File: src/rtl/hit_detector.sv
// Debounces the raw GPIO box code into single-cycle hit events, compares each hit with the lit target box and optionally scores matches.
// Latency: hit_pulse follows DEBOUNCE_CYCLES+2 cycles of stable input; all outputs are registered. Optional scoring macro: HIT_SCORE_EN.
module hit_detector #(
    parameter int DEBOUNCE_CYCLES = 1000000,
    parameter int CNT_W           = 20
) (
    input  logic       CLOCK_50,
    input  logic       reset,
    input  logic [2:0] box_address,
    input  logic [2:0] target_box,
    input  logic       target_valid,
    output logic       hit_pulse,
    output logic [2:0] hit_box,
    output logic       hit_match,
    output logic       busy,
    output logic [7:0] score
);

    typedef enum logic [1:0] {IDLE, SETTLE, FIRE, HOLD} state_t;

    localparam logic [CNT_W-1:0] DB_LIMIT = CNT_W'(DEBOUNCE_CYCLES);
    localparam logic [CNT_W-1:0] CNT_ONE  = CNT_W'(1);

    state_t           state;
    logic [2:0]       sync_meta;
    logic [2:0]       sync;
    logic [2:0]       cand;
    logic [CNT_W-1:0] cnt;

    // Box bits are synchronized independently; skew is absorbed because acceptance needs a stable code.
    always_ff @(posedge CLOCK_50 or posedge reset) begin
        if (reset) begin
            sync_meta <= 3'd0;
            sync      <= 3'd0;
        end else begin
            sync_meta <= box_address;
            sync      <= sync_meta;
        end
    end

    always_ff @(posedge CLOCK_50 or posedge reset) begin
        if (reset) begin
            state     <= IDLE;
            cand      <= 3'd0;
            cnt       <= '0;
            hit_pulse <= 1'b0;
            hit_box   <= 3'd0;
            hit_match <= 1'b0;
            busy      <= 1'b0;
        end else begin
            hit_pulse <= 1'b0;
            hit_match <= 1'b0;
            case (state)
                IDLE: begin
                    if (sync != 3'd0) begin
                        cand  <= sync;
                        cnt   <= CNT_ONE;
                        state <= SETTLE;
                        busy  <= 1'b1;
                    end
                end
                SETTLE: begin
                    if (sync == 3'd0) begin
                        state <= IDLE;
                        busy  <= 1'b0;
                    end else if (sync == cand) begin
                        if (cnt == DB_LIMIT) begin
                            state     <= FIRE;
                            hit_pulse <= 1'b1;
                            hit_box   <= cand;
                            hit_match <= target_valid && (target_box == cand) && (target_box != 3'd0);
                        end else begin
                            cnt <= cnt + CNT_ONE;
                        end
                    end else begin
                        cand <= sync;
                        cnt  <= CNT_ONE;
                    end
                end
                FIRE: begin
                    state <= HOLD;
                    cnt   <= '0;
                end
                HOLD: begin
                    // Any non-zero code, even a different box, restarts the release wait.
                    if (sync != 3'd0) begin
                        cnt <= '0;
                    end else if (cnt == DB_LIMIT) begin
                        state <= IDLE;
                        busy  <= 1'b0;
                    end else begin
                        cnt <= cnt + CNT_ONE;
                    end
                end
                default: begin
                    state <= IDLE;
                    busy  <= 1'b0;
                end
            endcase
        end
    end

`ifdef HIT_SCORE_EN
    logic [7:0] score_q;

    always_ff @(posedge CLOCK_50 or posedge reset) begin
        if (reset) begin
            score_q <= 8'd0;
        end else if (hit_pulse && hit_match && (score_q != 8'hFF)) begin
            score_q <= score_q + 8'd1;
        end
    end

    assign score = score_q;
`else
    assign score = 8'd0;
`endif

endmodule
File: config.mk
export PLATFORM = sky130hd
export DESIGN_NAME = hit_detector
export DESIGN_NICKNAME = d
export VERILOG_FILES = /design/src/rtl/hit_detector.sv
export SDC_FILE = /design/constraint.sdc
export NUM_CORES = 1
export LEC_CHECK = 0
export BUFFER_PORTS_ARGS = -buffer_cell sky130_fd_sc_hd__buf_2
export CORE_ASPECT_RATIO = 1.75
export CORE_UTILIZATION = 35
export CTS_CLUSTER_SIZE = 8
export DETAILED_ROUTE_END_ITERATION = 10
export GPL_TIMING_DRIVEN = 0
export HOLD_SLACK_MARGIN = 0.06
export SETUP_SLACK_MARGIN = 0.15
export SLEW_MARGIN = 20
export SYNTH_ARGS = -nofsm -noshare
export SYNTH_HDL_FRONTEND = slang
export SYNTH_SLANG_ARGS = --single-unit
File: constraint.sdc
create_clock -name CLOCK_50 -period 2.36 [get_ports CLOCK_50]
set_clock_uncertainty 0.1 [all_clocks]
set_input_delay 0.472 -clock CLOCK_50 [delete_from_list [all_inputs] [get_ports CLOCK_50]]
set_output_delay 0.472 -clock CLOCK_50 [all_outputs]
set_load 0.01 [all_outputs]
Word level (Yosys, flattened, before mapping)
Index checks and enable logic that the tools add are counted.
{"block": "classes", "eq_ne": 14, "n_reduce_logical": 13, "n_bitwise": 1, "muxes": 30, "n_addsub": 1}
{"cell": "$mux 20", "count": 5}
{"cell": "$pmux 20 s4", "count": 1}
{"cell": "$add 20x1->20 const B", "count": 1}
{"cell": "$eq 20x20->1 const B", "count": 1}
{"cell": "$mux 1", "count": 12}
{"cell": "$mux 2", "count": 6}
{"cell": "$ne 2x2->1 const B", "count": 6}
{"cell": "$reduce_and 5->1", "count": 2}
{"cell": "$mux 3", "count": 3}
{"cell": "$reduce_bool 3->1", "count": 3}
{"cell": "$pmux 2 s4", "count": 1}
{"cell": "$reduce_and 4->1", "count": 2}
{"cell": "$eq 3x3->1", "count": 2}
{"cell": "$ne 3x3->1 const B", "count": 2}
{"cell": "$pmux 3 s2", "count": 1}
{"cell": "$eq 2x2->1 const B", "count": 2}
{"cell": "$logic_not 3->1", "count": 1}
{"cell": "$pmux 1 s3", "count": 1}
{"cell": "$eq 2x1->1 const B", "count": 1}
{"cell": "$logic_and 1x1->1", "count": 2}
{"cell": "$logic_not 2->1", "count": 1}
{"cell": "$reduce_and 2->1", "count": 1}
{"cell": "$reduce_bool 2->1", "count": 1}
{"cell": "$not 1->1", "count": 1}
{"block": "totals", "input_bits": 9, "reg_bits": 37, "out_inout_bits": 14, "word_cells": 68}

Depth between registers and ports, before layout
{"block": "depth", "word_depth": 7, "mapped_depth": 7}

Least setup slack after synthesis
Ideal clock, no wire load.
{"block": "synth_path", "path_kind": "register to register", "startpoint": "reg cnt[2]", "endpoint": "reg hit_box[1]", "path_buffers": 0, "setup_slack_ns": 0.487, "synth_period_minus_slack_ns": 1.873, "stages_incl_launch_ff": 7, "t_required_ns": 2.132, "t_arrival_ns": 1.645, "path_cell_list": "dfrtp_1 nor4_2 nand4_2 nor2_4 nand3_1 inv_2 mux2_1"}
{"block": "synth_between", "elab_chain_len": 2}
{"element": "from (decl)", "line": "28", "source": "logic [CNT_W-1:0] cnt;"}
{"element": "from (signal assigned)", "line": "73", "source": "cnt <= cnt + CNT_ONE;"}
{"element": "from (signal assigned)", "line": "92", "source": "cnt <= cnt + CNT_ONE;"}
{"element": "$eq 20x20->1", "line": "67", "source": "if (cnt == DB_LIMIT) begin"}
{"element": "$reduce_and 4->1 (no source line)"}
{"element": "to (signal assigned)", "line": "70", "source": "hit_box <= cand;"}
{"element": "to (decl)", "line": "13", "source": "output logic [2:0] hit_box,"}
Every way passes these cells.
A chain may end at the register's enable or synchronous reset.

Worst setup path in the final report
{"block": "layout_path", "startpoint": "reg cnt[0]", "endpoint": "reg cnt[12]"}
{"block": "layout_between", "elab_chain_len": 5, "elab_cells_between_ends": 7}
{"element": "$add 20x1->20 or $eq 20x20->1 (tied branches)"}
{"element": "$mux 20 *", "line": "67, 88"}
{"element": "$mux 20", "line": "66", "source": "end else if (sync == cand) begin"}
{"element": "$mux 20", "line": "63", "source": "if (sync == 3'd0) begin"}
{"element": "$pmux 20 s4 *", "line": "53", "source": "case (state)"}
Mark *: on every way between the ends. The rest lies on a longest branch, timed or not. The select of a mux whose other input is x is not followed.

==> metrics.md <==
| Metric | Value |
|---|---|
| Run status | finished, final reports clean |
| Max Freq | 478 MHz |
| HPWL after detailed placement | 3.10 mm |
| Final Setup Violations | 0 |
| CP max-delay cell | or4_1 |
| First-pass GRT wire length | 6.93 mm |
| Worst skew pair latency | 0.29 ns |
| Top fanout value on the critical path | 6 |
| Cells after DPL | 290 |
| Cell Pwr Density | 611 nW/um2 |
| TritonCTS clock tree | built |
| Core region area | 5340 um2 |
| Chip Width | 58.8 um |
| Post-synth top flop | dfrtp_1 |
| Max-slew headroom | 53.1% |
| Asr flop ratio synth | 100% |
| Drt pass-1 iters | 4 |
| Leak | 0.999 nW |
| Layout fillers | 550 |
| Commonest non-fill, non-tap cell in the layout | dfrtp_1 |
| ANT nets after route | 0 |
| # diodes | 0 |
| #FFs+latches synth | 37 |
| Finished Layout Cells | 301 |
| H-tree depth | 2 |
| Worst hold slack | 0.183 ns |
| Synth area leaders | dfrtp_1 (47%), buf_4 (3.4%), mux2_1 (2.8%) |
| Final wirelength | 4.18 mm |
| Seq/Total Area, Yosys | 46.8% |
| Fin nets | 237 |
| Post-detailed-route wirelength per cell | 13.9 um |
| Layout cell share with drive strength beyond 1 | 22.9% |
| Port Buf Inserts | 14 |
| VDD IR-drop max | 0.000263 V |
| Clk root buf | clkbuf_8 |
| Die height | 101 um |
| RSZ-0062 raised after global routing | no |
| Clock Pin Slew Worst Setup and Hold Paths | 0.08 ns |
| Fin crit share | 88.7% |
| Final hold viol count | 0 |
| Max_cap viols | 0 |
| Setup crit end kind | flop |
| Area delta synth->final | 19.8% |
| Routability cong. | 0.797 |
| CTS sink cnt | 37 |
| Largest net degree at the start of global routing | 24 |
| CP delay by family, top | simple AND/OR/NAND/NOR gates |
| Yosys top cell by area | dfrtp_1 |
| DR vias | 1,547 |
| Max-slew violation count | 0 |
| Arrival @ worst endpoint | 2.20 ns |
| Cts bufs inserted | 5 |
| CP bufs+invs | 0 |
| Cell area after synthesis | 1980 um2 |
| Post-synth EDFFs | 0 |
| Starting Density | 37.0% |
| Die area | 5970 um2 |
| Synth top area share | 46.8% |
| Minimum clock period | 2.09 ns |
| Crit-path cells | ha_1 -> and4_1 -> and3_4 -> nand3_4 -> or4_1 -> a21oi_1 |
| Grt ovf | 0 |
| Most frequent cells in the layout | dfrtp_1 (36), buf_2 (16), nor2_1 (14) |
| Worst hold path class | in2reg |
| I/O pin count | 23 |
| Worst path max stage delay | 0.48 ns |
| Vias per cell | 5.14 |
| Synthesized area per cell | 10.2 um2 |
| Crit start category | flop |
| WS Path Type | reg2reg |
| Syn. warnings | 0 |
| Std cell rows | 35 |
| Gr usage total | 15.6% |
| Drt drc | 0 |
| Initial antenna violation count | 0 |
| Vias in the first global route | 1,461 |
| Worst EP required | 2.47 ns |
| Clock tree buffer depth | 2 |
| Cell count after synthesis | 194 |
| Synth cell types | 54 |
| Worst slew pin tran | 0.698 ns |
| Initial DRC count | 58 |
| Setup TNS | 0 ns |
==> logic make-up (layout without fill, tap and decap cells) <==
| logic type | after synthesis | after routing | synth area share, % |
|---|---|---|---|
| DFF | 37 | 37 | 46.8 |
| xor gates and xnor gates | 11 | 11 | 4.87 |
| adders and majority gates | 2 | 2 | 1.26 |
| buffers and inverters | 21 | 47 | 5.82 |
| other | 1 | 8 | 0.190 |
| AOI/OAI and AO/OA | 40 | 40 | 13.5 |
| and+or+nand+nor | 76 | 76 | 24.2 |
| muxes | 6 | 6 | 3.35 |
==> Yosys cell counts (2+ instances only) <==
| cell | n |
|---|---|
| a21oi_1 | 8 |
| a31oi_1 | 3 |
| and3_1 | 2 |
| buf_2 | 2 |
| buf_4 | 9 |
| dfrtp_1 | 37 |
| ha_1 | 2 |
| inv_1 | 8 |
| mux2_1 | 5 |
| nand2_1 | 12 |
| nand3_1 | 11 |
| nand4_1 | 5 |
| nor2_1 | 14 |
| nor3_1 | 6 |
| o211ai_1 | 2 |
| o21a_1 | 2 |
| o21ai_0 | 2 |
| o21ai_1 | 8 |
| o2bb2ai_1 | 2 |
| o31a_1 | 3 |
| o31ai_1 | 2 |
| or3_1 | 7 |
| or4_1 | 2 |
| xnor2_1 | 5 |
| xor2_1 | 6 |
==> layout make-up <==
type,count,area [um2],share of cell area [%]
Buffer,12,81.3,3.43
Clock buffer,6,82.6,3.48
Clock inverter,2,37.5,1.58
Inverter,9,33.8,1.43
Multi-Input combinational cell,143,992,41.9
Sequential cell,37,927,39.1
Tap cell,74,92.6,3.91
Timing Repair Buffer,18,123,5.17
==> metal layers <==
layer  share of wire (%)  vias up  track usage [%]
met3                 2.5        7             2.43
met1                  39      750             17.1
met5                   0        -                0
li1                    -      757                -
met2                  56       33             28.2
met4                 2.1        0             8.06
==> final timing paths <==
check | slack [ns] | to | start | depth (start not counted)
min in group asynchronous | 0.60 | sync[1] | reset | 3
worst min register to register | 0.25 | sync[1] | sync_meta[1] | 0
max in group asynchronous | 1.12 | cnt[2] | reset | 4
worst min-delay path | 0.18 | sync_meta[2] | box_address[2] | 1
worst max-delay path | 0.27 | cnt[12] | cnt[0] | 6
worst max register to register | 0.27 | cnt[12] | cnt[0] | 6
==> per-stage QoR <==
stage	power [W]	cell area [um2]	utilization [%]	setup slack, ns
2_1_floorplan	0.000826	2000	-	0.487
3_3_place_gp	0.000874	2170	40.6	0.103
3_5_place_dp	0.000884	2190	41.1	0.0655
4_1_cts	0.00146	2350	43.9	0.189
5_1_grt	0.00151	2370	44.4	0.148
6_report	0.00145	2370	44.4	0.267
==> power breakdown <==
group | leakage (nW) | internal (W) | switching [W]
logic | 0.460 | 0.0000773 | 0.0000953
clock network | 0.0574 | 0.000344 | 0.000231
registers | 0.482 | 0.000661 | 0.0000403
==> registers in the layout, indices dropped and copies added, names as in the netlist, named ones only <==
| register | cells |
|---|---|
| sync | 3 |
| cnt | 20 |
| hit_pulse | 1 |
| state | 1 |
| hit_match | 1 |
| cand | 3 |
| sync_meta | 3 |
| hit_box | 3 |
| busy | 1 |
==> timing repair <==
item | 4_1_cts | 5_1_grt
hold buffers | 1 | 0
setup endpoints to repair | 8 | 8
endpoints found under the hold margin | 14 | 0
pin swaps | 2 | 1
setup buffers | 1 | 1
gates resized for setup | 2 | 3
No activity file was read; power rests on OpenSTA's default activity.
